`config.mk`:
```
export PLATFORM = sky130hd
export DESIGN_NAME = wb_conbus_rr
export DESIGN_NICKNAME = d
export VERILOG_FILES = /design/src/rtl/wb_conbus_rr.sv
export SDC_FILE = /design/constraint.sdc
export NUM_CORES = 1
export LEC_CHECK = 0
export CAP_MARGIN = 30
export CORE_AREA = 2 2 223 225
export CTS_CLUSTER_DIAMETER = 100
export DETAILED_ROUTE_END_ITERATION = 7
export DIE_AREA = 0 0 225 227
export GPL_TIMING_DRIVEN = 0
export HOLD_SLACK_MARGIN = 0.06
export RECOVER_POWER = 25
export SLEW_MARGIN = 20
export SYNTH_ARGS = -nofsm -noshare
export SYNTH_HDL_FRONTEND = slang
export SYNTH_SLANG_ARGS = --single-unit
export TNS_END_PERCENT = 10
```
`constraint.sdc`:
```
create_clock -name sys_clk -period 2.7 [get_ports sys_clk]
set_input_delay 0.54 -clock sys_clk [delete_from_list [all_inputs] [get_ports sys_clk]]
set_output_delay 0.54 -clock sys_clk [all_outputs]
set_load 0.01 [all_outputs]
```
`src/rtl/wb_conbus_rr.sv`:
```
`default_nettype none
// ==========================================================================
// Module   : wb_conbus_rr
// Purpose  : Wishbone shared bus with round-robin arbiter, tag decode, watchdog
// Revision : 1.0
// ==========================================================================
module wb_conbus_rr #(
  parameter int ADDR_WIDTH     = 16,
  parameter int DATA_WIDTH     = 16,
  parameter int SEL_WIDTH      = 2,
  parameter int NUM_MASTERS    = 2,
  parameter int NUM_SLAVES     = 8,
  parameter int S_ADDR_W       = 4,
  parameter logic [NUM_SLAVES*S_ADDR_W-1:0] SLAVE_BASE = {(NUM_SLAVES*S_ADDR_W){1'bx}},
  parameter int TIMEOUT_CYCLES = 255
) (
  input  logic                              sys_clk,
  input  logic                              sys_rst_n,
  input  logic [NUM_MASTERS*DATA_WIDTH-1:0] m_dat_i,
  output logic [NUM_MASTERS*DATA_WIDTH-1:0] m_dat_o,
  input  logic [NUM_MASTERS*ADDR_WIDTH-1:0] m_adr_i,
  input  logic [NUM_MASTERS*3-1:0]          m_cti_i,
  input  logic [NUM_MASTERS*SEL_WIDTH-1:0]  m_sel_i,
  input  logic [NUM_MASTERS-1:0]            m_we_i,
  input  logic [NUM_MASTERS-1:0]            m_cyc_i,
  input  logic [NUM_MASTERS-1:0]            m_stb_i,
  output logic [NUM_MASTERS-1:0]            m_ack_o,
  output logic [NUM_MASTERS-1:0]            m_err_o,
  input  logic [NUM_SLAVES*DATA_WIDTH-1:0]  s_dat_i,
  output logic [NUM_SLAVES*DATA_WIDTH-1:0]  s_dat_o,
  output logic [NUM_SLAVES*ADDR_WIDTH-1:0]  s_adr_o,
  output logic [NUM_SLAVES*3-1:0]           s_cti_o,
  output logic [NUM_SLAVES*SEL_WIDTH-1:0]   s_sel_o,
  output logic [NUM_SLAVES-1:0]             s_we_o,
  output logic [NUM_SLAVES-1:0]             s_cyc_o,
  output logic [NUM_SLAVES-1:0]             s_stb_o,
  input  logic [NUM_SLAVES-1:0]             s_ack_i
);

  localparam int GNT_IDX_W = (NUM_MASTERS > 1) ? $clog2(NUM_MASTERS) : 1;
  localparam int CNT_W     = (TIMEOUT_CYCLES > 1) ? $clog2(TIMEOUT_CYCLES) : 1;
  localparam bit WDOG_EN   = (TIMEOUT_CYCLES > 0);
  localparam logic [CNT_W-1:0]     CNT_LAST = CNT_W'((TIMEOUT_CYCLES > 0) ? TIMEOUT_CYCLES - 1 : 0);
  localparam logic [GNT_IDX_W-1:0] LAST_RST = GNT_IDX_W'(NUM_MASTERS - 1);

  logic [NUM_MASTERS-1:0] gnt_q, gnt_d;
  logic [GNT_IDX_W-1:0]   last_q, last_d;
  logic [CNT_W-1:0]       cnt_q, cnt_d;
  logic                   err_q, err_d;

  logic [ADDR_WIDTH-1:0]  w_adr;
  logic [DATA_WIDTH-1:0]  w_wdat;
  logic [DATA_WIDTH-1:0]  w_rdat;
  logic [2:0]             w_cti;
  logic [SEL_WIDTH-1:0]   w_sel;
  logic [S_ADDR_W-1:0]    w_tag;
  logic [NUM_SLAVES-1:0]  w_hit;
  logic                   w_cyc, w_stb, w_we, w_req, w_mapped, w_ack, w_gnt_chg;

  // Shared bus: AND-OR select of the granted master's fields.
  always_comb begin
    w_adr  = '0;
    w_wdat = '0;
    w_cti  = '0;
    w_sel  = '0;
    for (int m = 0; m < NUM_MASTERS; m++) begin
      w_adr  = w_adr  | (m_adr_i[m*ADDR_WIDTH +: ADDR_WIDTH] & {ADDR_WIDTH{gnt_q[m]}});
      w_wdat = w_wdat | (m_dat_i[m*DATA_WIDTH +: DATA_WIDTH] & {DATA_WIDTH{gnt_q[m]}});
      w_cti  = w_cti  | (m_cti_i[m*3 +: 3] & {3{gnt_q[m]}});
      w_sel  = w_sel  | (m_sel_i[m*SEL_WIDTH +: SEL_WIDTH] & {SEL_WIDTH{gnt_q[m]}});
    end
  end

  assign w_cyc = |(gnt_q & m_cyc_i);
  assign w_stb = |(gnt_q & m_stb_i);
  assign w_we  = |(gnt_q & m_we_i);
  assign w_req = w_cyc & w_stb;

  // Round-robin: scan distances from the far end so the nearest requester wins.
  always_comb begin
    gnt_d  = gnt_q;
    last_d = last_q;
    if (!w_cyc) begin
      gnt_d = '0;
      for (int k = NUM_MASTERS - 1; k >= 0; k--) begin
        for (int m = 0; m < NUM_MASTERS; m++) begin
          if (m_cyc_i[m] && ((int'(last_q) + 1 + k == m) ||
                             (int'(last_q) + 1 + k == m + NUM_MASTERS))) begin
            gnt_d    = '0;
            gnt_d[m] = 1'b1;
            last_d   = GNT_IDX_W'(m);
          end
        end
      end
    end
  end

  assign w_gnt_chg = (gnt_d != gnt_q);

  // Address decode; descending scan lets the lowest matching slot win.
  assign w_tag = w_adr[ADDR_WIDTH-1 -: S_ADDR_W];

  always_comb begin
    w_hit = '0;
    for (int s = NUM_SLAVES - 1; s >= 0; s--) begin
      if (w_tag == SLAVE_BASE[s*S_ADDR_W +: S_ADDR_W]) begin
        w_hit    = '0;
        w_hit[s] = 1'b1;
      end
    end
  end

  assign w_mapped = |w_hit;

  always_comb begin
    w_rdat = '0;
    for (int s = 0; s < NUM_SLAVES; s++) begin
      w_rdat = w_rdat | (s_dat_i[s*DATA_WIDTH +: DATA_WIDTH] & {DATA_WIDTH{w_hit[s]}});
    end
    w_rdat = w_rdat & {DATA_WIDTH{|gnt_q}};
  end

  // An ack arriving while the error is being reported belongs to an aborted transfer.
  assign w_ack = |(s_ack_i & w_hit) & ~err_q;

  always_comb begin
    cnt_d = cnt_q;
    err_d = 1'b0;
    if (!WDOG_EN || err_q || !w_req || !w_mapped || w_ack || w_gnt_chg) begin
      cnt_d = '0;
    end else if (cnt_q == CNT_LAST) begin
      cnt_d = '0;
      err_d = 1'b1;
    end else begin
      cnt_d = cnt_q + CNT_W'(1);
    end
    if (!err_q && w_req && !w_mapped) begin
      err_d = 1'b1;
    end
  end

  always_ff @(posedge sys_clk or negedge sys_rst_n) begin
    if (!sys_rst_n) begin
      gnt_q  <= '0;
      last_q <= LAST_RST;
      cnt_q  <= '0;
      err_q  <= 1'b0;
    end else begin
      gnt_q  <= gnt_d;
      last_q <= last_d;
      cnt_q  <= cnt_d;
      err_q  <= err_d;
    end
  end

  assign m_dat_o = {NUM_MASTERS{w_rdat}};
  assign m_ack_o = gnt_q & {NUM_MASTERS{w_ack}};
  assign m_err_o = gnt_q & {NUM_MASTERS{err_q}};

  assign s_dat_o = {NUM_SLAVES{w_wdat}};
  assign s_adr_o = {NUM_SLAVES{w_adr}};
  assign s_cti_o = {NUM_SLAVES{w_cti}};
  assign s_sel_o = {NUM_SLAVES{w_sel}};
  assign s_we_o  = {NUM_SLAVES{w_we}};
  assign s_cyc_o = {NUM_SLAVES{w_cyc}};
  assign s_stb_o = w_hit & {NUM_SLAVES{w_req & ~err_q}};

endmodule
`default_nettype wire
```
==> impl_metrics.env <==
export IMPL_status="complete, no violations"
export IMPL_holdWs_ns=0.498
export IMPL_criticalPathCategory="reg -> out"
export IMPL_cts_tree="yes"
export IMPL_worstPathRequired_ns=2.16
export IMPL_reg2reg_slack_ns=1.26
export IMPL_rows=81
export IMPL_intPower_uw=2810
export IMPL_vias_per_cell=2.64
export IMPL_clkLatencyLatePin_ns=0.24
export IMPL_fin_crit_ns=2.62
export IMPL_seqPwrFrac_pct=4.9
export IMPL_rr_startpoint="gnt_q[1]$_DFF_PN0_"
export IMPL_hpwlAfterDp_um=15300
export IMPL_cp_endpoint="s_sel_o[6]"
export IMPL_wirelength_um=17200
export IMPL_grt_setup_unrepaired="yes"
export IMPL_clock_sinks=12
export IMPL_fin_skew_ns=0.00148
export IMPL_p_leak_uw=0.00382
export IMPL_drtIter0Drc=28
export IMPL_p_comb_share_pct=87.9
export IMPL_first_pass_iters=4
export IMPL_startpoint="gnt_q[1]$_DFF_PN0_"
export IMPL_placed_cell_area_um2=8620
export IMPL_ios=574
export IMPL_fin_nets=1109
export IMPL_drive_gt1_share_pct=40.1
export IMPL_slew_headroom_pct=60.6
export IMPL_fmax_ghz=0.382
export IMPL_grt_usage_pct=5.74
export IMPL_synthFlopType="dfrtp_1"
export IMPL_numCtsBuffers=3
export IMPL_grt_pass1_wl_um=22500
export IMPL_end_kind="output port"
export IMPL_power_switching_uw=1450
export IMPL_ant_nets=0
export IMPL_numPortBuffers=447
export IMPL_pre_cts_slack_ns=-0.713
export IMPL_area_growth_pct=165
export IMPL_post_synth_top_area_cell="buf_4"
export IMPL_syn_area_um2=3350
export IMPL_utilization_pct=18.3
export IMPL_vdd_drop_max_uv=260
export IMPL_period_share_pct=96.9
export IMPL_synth_edf_count=0
export IMPL_cts_hold_buf=0
export IMPL_final_hold_violation_count=0
export IMPL_finalSetupViolations=0
export IMPL_gp_congestion=0.734
export IMPL_reg2reg_depth=5
export IMPL_start_util_pct=6.90
export IMPL_fin_ws_ns=0.0835
export IMPL_coreArea_um2=48500
export IMPL_worst_pin_slew_ns=0.589
export IMPL_clockPowerShare_pct=7.2
export IMPL_die_area_um2=51100
export IMPL_path_clk_slew_ns=0.04
export IMPL_synth_top_cell_area_share_pct=67.0
export IMPL_switching_share_pct=34.1
export IMPL_drc=0
export IMPL_yosys_warnings=0
export IMPL_antenna_found_initial=0
export IMPL_maxCapViolations=0
export IMPL_async_reset_ff_share_pct=100
export IMPL_ys_top_cells_by_area="buf_4 (67%), a22o_1 (9.9%), dfrtp_1 (8.2%)"
export IMPL_power_total_uw=4270
export IMPL_insertedDiodeCount=0
export IMPL_cts_root_buf="clkbuf_16"
export IMPL_synth_distinct_cells=32
export IMPL_gr_total_overflow=0
export IMPL_reg2reg_to="cnt_q[4]$_DFF_PN0_"
export IMPL_ctsHtreeMaxLevel=1
export IMPL_fillerInstances=5461
export IMPL_cp_max_fo=10
export IMPL_die_x_um=225
export IMPL_grt_pass1_vias=3690
export IMPL_design_area_um2=8880
export IMPL_cellPowerDensity_nw_per_um2=481
export IMPL_worstPathArrival_ns=2.08
export IMPL_min_path_type="reg -> reg"
export IMPL_synthCells=430
export IMPL_die_h_um=227
export IMPL_clk_path_buf_depth=2
export IMPL_ys_ff_latch=12
export IMPL_report_final_slew_viol_count=0
export IMPL_syn_avg_cell_area_um2=7.79
export IMPL_vias=3989
export IMPL_grt_max_degree=13
export IMPL_startpoint_type="flip-flop"
export IMPL_wl_per_cell_um=11.4
export IMPL_ys_seq_area_share_pct=9.00
export IMPL_whs_path_depth=1
## layer usage
| metal | track usage [%] | part of all wire [%] |
|---|---|---|
| met1 | 6.36 | 38 |
| met2 | 11.7 | 55 |
| met3 | 0.852 | 7.2 |
| met4 | 0.598 | 0.41 |
| met5 | 0 | 0 |
## layout make-up
class	count	area [um2]	area share, %
clock buffers	4	88.8	1.00
repair buffers	448	4480	50.5
plain buffers	310	2330	26.2
flip-flops and latches	12	302	3.40
inverters	3	15.0	0.169
well taps	622	778	8.76
multi-input cells	111	883	9.95
## critical path: stages (launching register included)
cell and delay (ns):
dfrtp_1 0.36, buf_4 0.23, buf_4 0.26, a22o_2 0.30, buf_4 0.15, clkdlybuf4s50_1 0.53
## cells in the mapped netlist (3+ instances only)
cell type,instances
buf_4,299
a22o_1,38
nor2b_1,16
dfrtp_1,11
nor3_1,6
clkbuf_1,5
a21oi_1,4
buf_1,4
nand3_1,4
nor2_1,4
or3_1,4
inv_1,3
nand2_1,3
o21ai_0,3
## flip-flops by register name, summed over array words and instances, names as in the netlist
| register | count |
|---|---|
| cnt_q | 8 |
| err_q | 1 |
| gnt_q | 2 |
| last_q | 1 |
## cells in the final DEF, fill, tap and decap left out, types with 2 or more instances in the layout
cell,netlist,routed
a22o_4,0,8
ha_1,2,2
inv_1,3,2
xor2_1,2,2
o21ai_0,3,3
clkdlybuf4s50_1,0,434
nor3_1,6,6
a22o_2,0,30
nor3b_1,2,2
clkbuf_16,0,3
nor2b_1,16,16
and2_1,2,2
buf_6,0,3
nor2_1,4,4
clkbuf_4,0,3
a211oi_1,2,3
dfrtp_1,11,11
a21oi_1,4,4
nand2_1,3,3
dlygate4sd3_1,0,9
dlygate4sd2_1,0,3
nand3_1,4,4
buf_4,299,303
nand4_1,2,2
or3_1,4,4
conb_1,1,7
a31oi_1,2,2
## through the flow
step / std cells / TNS [ns]
global placement: 1505 / -86.24
floorplan: 436 / 0
global route: 1510 / -1.27
detailed placement: 1505 / -92.76
finish: 1510 / 0
CTS: 1510 / 0
## worst min-delay path by stage
stage	startpoint	endpoint	slack (ns)
final	cnt_q[0]$_DFF_PN0_	cnt_q[0]$_DFF_PN0_	0.50
after global routing	cnt_q[0]$_DFF_PN0_	cnt_q[0]$_DFF_PN0_	0.54
after CTS	cnt_q[0]$_DFF_PN0_	cnt_q[0]$_DFF_PN0_	0.50
after detailed placement	cnt_q[0]$_DFF_PN0_	cnt_q[0]$_DFF_PN0_	0.49
after global placement	cnt_q[0]$_DFF_PN0_	cnt_q[0]$_DFF_PN0_	0.49
after floorplan	sys_rst_n	cnt_q[0]$_DFF_PN0_	0.24
## logic make-up (layout without fill, tap and decap cells)
kind of cell,after synthesis,in the layout,synth area share [%]
buffers and inverters,313,765,68.7
AOI/OAI and AO/OA,53,53,12.8
DFF,12,12,9.00
adders and majority gates,2,2,0.747
other,1,7,0.112
xor gates and xnor gates,3,3,0.785
and+or+nand+nor,46,46,7.84
## repair_timing
item                                    in CTS  in global routing
pin swaps                                    1                  0
buffers inserted                             1                  0
endpoints found under the setup margin     335                114
gates resized for setup                     67                  8
## power groups by stage
stage	combinational (uW)	sequential, uW	clock, uW
4_1_cts	3810	208	316
3_3_place_gp	3700	210	0
2_1_floorplan	1750	208	0
5_1_grt	3990	211	323
3_5_place_dp	3740	210	0
6_report	3750	209	306
Power figures use the tool's default switching activity.
